===== src/rtl/sqrt_request_arbiter_if.sv =====
// Client/engine handshake bundle for the shared square-root arbiter.
// master = arbiter side, slave = requesters plus engine (or a bench standing in for them).
interface sqrt_request_arbiter_if #(
    parameter int NUM_REQ = 4,
    parameter int WIDTH   = 8
);
    localparam int ID_W = $clog2(NUM_REQ);

    logic [NUM_REQ-1:0]       req;
    logic [NUM_REQ*WIDTH-1:0] req_x;
    logic [NUM_REQ-1:0]       gnt;
    logic                     eng_start;
    logic [WIDTH-1:0]         eng_x;
    logic                     eng_done;
    logic [WIDTH-1:0]         eng_sqrt;
    logic                     rsp_valid;
    logic [ID_W-1:0]          rsp_id;
    logic [WIDTH-1:0]         rsp_sqrt;
    logic                     rsp_err;
    logic                     busy;

    modport master (
        input  req, req_x, eng_done, eng_sqrt,
        output gnt, eng_start, eng_x, rsp_valid, rsp_id, rsp_sqrt, rsp_err, busy
    );

    modport slave (
        output req, req_x, eng_done, eng_sqrt,
        input  gnt, eng_start, eng_x, rsp_valid, rsp_id, rsp_sqrt, rsp_err, busy
    );
endinterface


===== src/rtl/sqrt_request_arbiter.sv =====
// Round-robin arbiter sharing one integer square-root engine among NUM_REQ clients.
// One job at a time: grant, start engine, wait for done (or time out), respond.
module sqrt_request_arbiter #(
    parameter int NUM_REQ = 4,
    parameter int WIDTH   = 8,
    parameter int TIMEOUT = 64
) (
    input  logic Clock,
    input  logic Reset,
    sqrt_request_arbiter_if.master bus
);
    localparam int ID_W  = $clog2(NUM_REQ);
    localparam int CNT_W = $clog2(TIMEOUT);

    localparam logic [1:0] S_IDLE  = 2'd0;
    localparam logic [1:0] S_START = 2'd1;
    localparam logic [1:0] S_WAIT  = 2'd2;
    localparam logic [1:0] S_RESP  = 2'd3;

    localparam logic [CNT_W-1:0] CNT_LAST = CNT_W'(TIMEOUT - 1);
    localparam logic [ID_W-1:0]  ID_LAST  = ID_W'(NUM_REQ - 1);

    logic [1:0]       state;
    logic [ID_W-1:0]  ptr;
    logic [ID_W-1:0]  cur_id;
    logic [CNT_W-1:0] cnt;
    logic [ID_W-1:0]  sel_id;
    logic             sel_vld;
    logic [WIDTH-1:0] sel_x;

    function automatic logic [ID_W-1:0] wrap_add(input logic [ID_W-1:0] base, input int k);
        int s;
        s = int'(base) + k;
        if (s >= NUM_REQ) s = s - NUM_REQ;
        return ID_W'(s);
    endfunction

    // Scan downward so the last hit written is the nearest one at or above ptr.
    always_comb begin
        sel_vld = 1'b0;
        sel_id  = '0;
        for (int k = NUM_REQ - 1; k >= 0; k--) begin
            if (bus.req[wrap_add(ptr, k)]) begin
                sel_vld = 1'b1;
                sel_id  = wrap_add(ptr, k);
            end
        end
    end

    assign sel_x    = bus.req_x[sel_id*WIDTH +: WIDTH];
    assign bus.busy = (state != S_IDLE);

    always_ff @(posedge Clock or negedge Reset) begin
        if (!Reset) begin
            state         <= S_IDLE;
            ptr           <= '0;
            cur_id        <= '0;
            cnt           <= '0;
            bus.gnt       <= '0;
            bus.eng_start <= 1'b0;
            bus.eng_x     <= '0;
            bus.rsp_valid <= 1'b0;
            bus.rsp_id    <= '0;
            bus.rsp_sqrt  <= '0;
            bus.rsp_err   <= 1'b0;
        end else begin
            bus.gnt       <= '0;
            bus.eng_start <= 1'b0;
            bus.rsp_valid <= 1'b0;
            case (state)
                S_IDLE: begin
                    if (sel_vld) begin
                        bus.gnt       <= NUM_REQ'(1) << sel_id;
                        bus.eng_start <= 1'b1;
                        bus.eng_x     <= sel_x;
                        cur_id        <= sel_id;
                        state         <= S_START;
                    end
                end
                S_START: begin
                    cnt   <= '0;
                    state <= S_WAIT;
                end
                // done is checked first so it wins over the last timeout cycle
                S_WAIT: begin
                    if (bus.eng_done) begin
                        bus.rsp_sqrt  <= bus.eng_sqrt;
                        bus.rsp_err   <= 1'b0;
                        bus.rsp_id    <= cur_id;
                        bus.rsp_valid <= 1'b1;
                        state         <= S_RESP;
                    end else if (cnt == CNT_LAST) begin
                        bus.rsp_sqrt  <= '0;
                        bus.rsp_err   <= 1'b1;
                        bus.rsp_id    <= cur_id;
                        bus.rsp_valid <= 1'b1;
                        state         <= S_RESP;
                    end else begin
                        cnt <= cnt + 1'b1;
                    end
                end
                S_RESP: begin
                    ptr   <= (cur_id == ID_LAST) ? '0 : cur_id + 1'b1;
                    state <= S_IDLE;
                end
                default: state <= S_IDLE;
            endcase
        end
    end
endmodule


===== src/flat_wrapper.sv =====
// flat-port wrapper written by rule: the top's interface ports become plain ports
module sqrt_request_arbiter_flat 
#(
    parameter int NUM_REQ = 4,
    parameter int WIDTH   = 8,
    parameter int TIMEOUT = 64
)
  (Clock, Reset, bus_req, bus_req_x, bus_eng_done, bus_eng_sqrt, bus_gnt, bus_eng_start, bus_eng_x, bus_rsp_valid, bus_rsp_id, bus_rsp_sqrt, bus_rsp_err, bus_busy);
  sqrt_request_arbiter_if #(.NUM_REQ(NUM_REQ), .WIDTH(WIDTH)) bus_i ();
  input  logic Clock;
  input  logic Reset;
  input wire logic [$bits(bus_i.req)-1:0] bus_req;
  input wire logic [$bits(bus_i.req_x)-1:0] bus_req_x;
  input wire logic [$bits(bus_i.eng_done)-1:0] bus_eng_done;
  input wire logic [$bits(bus_i.eng_sqrt)-1:0] bus_eng_sqrt;
  output wire logic [$bits(bus_i.gnt)-1:0] bus_gnt;
  output wire logic [$bits(bus_i.eng_start)-1:0] bus_eng_start;
  output wire logic [$bits(bus_i.eng_x)-1:0] bus_eng_x;
  output wire logic [$bits(bus_i.rsp_valid)-1:0] bus_rsp_valid;
  output wire logic [$bits(bus_i.rsp_id)-1:0] bus_rsp_id;
  output wire logic [$bits(bus_i.rsp_sqrt)-1:0] bus_rsp_sqrt;
  output wire logic [$bits(bus_i.rsp_err)-1:0] bus_rsp_err;
  output wire logic [$bits(bus_i.busy)-1:0] bus_busy;
  assign bus_i.req = bus_req;
  assign bus_i.req_x = bus_req_x;
  assign bus_i.eng_done = bus_eng_done;
  assign bus_i.eng_sqrt = bus_eng_sqrt;
  assign bus_gnt = bus_i.gnt;
  assign bus_eng_start = bus_i.eng_start;
  assign bus_eng_x = bus_i.eng_x;
  assign bus_rsp_valid = bus_i.rsp_valid;
  assign bus_rsp_id = bus_i.rsp_id;
  assign bus_rsp_sqrt = bus_i.rsp_sqrt;
  assign bus_rsp_err = bus_i.rsp_err;
  assign bus_busy = bus_i.busy;
  sqrt_request_arbiter #(.NUM_REQ(NUM_REQ), .WIDTH(WIDTH), .TIMEOUT(TIMEOUT)) u_core (.Clock(Clock), .Reset(Reset), .bus(bus_i));
endmodule

===== config.mk =====
export PLATFORM = sky130hd
export DESIGN_NAME = sqrt_request_arbiter_flat
export DESIGN_NICKNAME = d
export VERILOG_FILES = /design/src/rtl/sqrt_request_arbiter_if.sv /design/src/rtl/sqrt_request_arbiter.sv /design/src/flat_wrapper.sv
export SDC_FILE = /design/constraint.sdc
export NUM_CORES = 1
export LEC_CHECK = 0
export CAP_MARGIN = 30
export CORE_AREA = 2 2 71 73
export DETAILED_ROUTE_END_ITERATION = 8
export DIE_AREA = 0 0 73 75
export HOLD_SLACK_MARGIN = 0.03
export PLACE_DENSITY_LB_ADDON = 0.08
export SLEW_MARGIN = 20
export SYNTH_ARGS = -nofsm -noshare
export SYNTH_HDL_FRONTEND = slang
export SYNTH_SLANG_ARGS = --single-unit

===== constraint.sdc =====
create_clock -name Clock -period 2.3 [get_ports Clock]
set_input_delay 0.69 -clock Clock [delete_from_list [all_inputs] [get_ports Clock]]
set_output_delay 0.69 -clock Clock [all_outputs]
set_load 0.02 [all_outputs]

==> metrics.cfg <==
[clock_tree]
htree_levels = 2
worstSkewPairLatency_ps = 280
cts_buffer_depth = 2
cts_tree = built
cts.clk_slew.worst_paths_ps = 70
clk_root_buffer_cell = clkbuf_8
cts.sinks = 37
cts_setup_buffers = 0
numCtsBuffers = 5

[logic_synthesis]
synth_top_area_cell = dfrtp_1
synthTopCellsByArea = dfrtp_1, a2111oi_4, a211oi_2
ys_ff_latch = 37
synth_seq_area_share_pct = 45.0
ys_types = 37
synth.most_common_cell = dfrtp_1
async_reset_ff_share_pct = 100
syn_avg_cell_area_um2 = 12.2
synthFlopType = dfrtp_1
synthesis.nets = 221
synth_warnings = 0
synth_edf_count = 0
yosysTopAreaCellShare_pct = 45.0
netlist_area_mm2 = 0.00206
synthTopCellsByCount = dfrtp_1, nand2_1, nor2_1
syn_inst = 168

[timing]
setup_violations = 0
layout_worst_path_cycle_share_pct = 94.4
finalHoldViolations = 0
tightestPinTransition_ps = 813
fmax_ghz = 0.461
skew_ps = 3.25
fin_crit_ps = 2170
finalSetupTns_ps = 0
rsz0062_at_grt = no
worst_slack_ps = 129
final_max_slew_viol_count = 0
slew_headroom_pct = 45.8

[die]
io_pins = 73
die_h_um = 75
initial_utilization_pct = 44.1
die_area_mm2 = 0.00548
rows = 25
die_x_um = 73
core_mm2 = 0.00466

[pwr]
p_leak_uw = 0.00128
powerDensity_mw_per_mm2 = 1200
power_uw = 3690
ir_drop_mv = 0.721

[global_routing]
grt_max_degree = 38
antenna_found_initial = 0
grt_first_pass_wirelength_um = 8140
grt_pass1_vias = 1749
grt-ovfl-total = 0
grt_usage_pct = 19.3

[detailed_routing]
num_vias = 1673
ant_nets = 0
routedWlPerCell_um = 15.3
drt_iter0_markers = 84
wl_um = 4900
drc = 0
firstDrtPassIters = 4
via_per_inst = 5.24

[status]
status = complete, no violations

[layout]
syn_to_final_growth_pct = 49.7
n_antenna_cell = 0
fin_util_pct = 66.1
multiInputGateArea_mm2 = 0.00103
fillers = 369
drive_above_1_share_pct = 22.3
ff_latch_area_um2 = 926
fin_nets = 317

[worst_setup_path]
cp-startpoint = bus_req[3]
cp-endpoint = u_core.bus.eng_x[4]
crit_type = primary input to flip-flop
worstPathRequired_ps = 2500
cp_num_cells = 6
slowest_stage = clkdlybuf4s50_1
r2r_start = u_core.state[0]
cp-start-kind = primary input
crit_family = simple AND/OR/NAND/NOR gates
r2r_cells = 7
worst-path-buf-inv = 2
worstPathCellList = clkdlybuf4s50_1 > nor4_1 > or2b_4 > inv_2 > and2_1 > a211oi_2
critical_path_arrival_ps = 2370
path_max_fanout = 8
cp-end-kind = flip-flop
cpPeakStageDelay_ps = 480
r2r_slack_ps = 490
rr_endpoint = u_core.cnt[3]

[hold_path]
hp-class = primary input to asynchronous set/reset pin

[run]
cap_viol_max_count = 0

[placement]
post-place-ws_ps = -179
io_buffer_count = 72
dpl.hpwl_um = 3930
place_congestion = 0.834

power by group:
part	switching (µW)	leakage, µW	internal (µW)	total (µW)
Clock	230	0.0000554	325	556
Combinational	1040	0.000768	996	2040
Sequential	186	0.000461	915	1100
Total	1460	0.00128	2240	3690
through the flow:
step | instances | cell area [µm²] | hold WS (ps)
2_1_floorplan | 168 | 2060 | 394
3_3_place_gp | 311 | 2970 | 471
3_5_place_dp | 311 | 2970 | 488
4_1_cts | 319 | 3080 | 500
5_1_grt | 319 | 3080 | 522
6_report | 319 | 3080 | 489
metal layers:
layer / routed length (µm) / track usage (%)
met3: 297 / 4.55
met5: 0 / 0
met4: 84 / 6.58
met1: 2110 / 25.0
met2: 2400 / 31.8
layout make-up:
type	instances	area share, %
inverter	8	0.975
sequential	37	30.1
tap	54	2.19
multi-input combinational	115	33.4
clock inverter	2	1.26
timing repair buffer	97	29.7
clock buffer	6	2.36
logic make-up (layout without fill, tap and decap cells):
kind of cell / after synthesis / count (layout) / share of synthesized area (%)
DFF: 37 / 37 / 45.0
adders and majority gates: 6 / 6 / 3.65
and+or+nand+nor: 47 / 47 / 12.2
buffers and inverters: 16 / 113 / 4.93
AOI/OAI and AO/OA: 50 / 50 / 28.2
muxes: 12 / 12 / 6.02
placed cells by master (no fill, tap or decap), drive strengths merged, types with 2 or more instances in the layout:
master and count:
nand2b 2, clkdlybuf4s50 70, buf 26, o21ai 10, nand2 12, nor3 2, ha 6, and2 3
mux2 3, a21boi 8, a2111oi 8, nand4 4, clkbuf 6, a211oi 8, dfrtp 37, nor2 12
inv 8, mux2i 9, a22o 8, nand3 5, a21oi 4, and3 3
flip-flops by register name, indices dropped and copies added (netlist names):
name / count
u_core.bus.eng_x: 8
u_core.bus.rsp_sqrt: 8
u_core.cnt: 6
u_core.bus.gnt: 4
u_core.bus.rsp_id: 2
u_core.cur_id: 2
u_core.ptr: 2
u_core.state: 2
u_core.bus.eng_start: 1
u_core.bus.rsp_err: 1
u_core.bus.rsp_valid: 1
how the worst min path moves through the flow:
stage                        from              endpoint  slack (ps)
finish                      Reset    u_core.bus.rsp_err         490
global route        u_core.cnt[4]         u_core.cnt[4]         520
CTS                 u_core.cnt[4]         u_core.cnt[4]         500
detailed placement  u_core.cnt[4]         u_core.cnt[4]         490
global placement    u_core.cnt[4]         u_core.cnt[4]         470
floorplan                   Reset  u_core.bus.eng_start         390
what timing repair did:
item / CTS / global route
endpoints found under the setup margin: 1 / 0
resized for setup: 1 / 0
hold buffers: 0 / 0
Note: power is estimated with default switching activity, not from simulation.
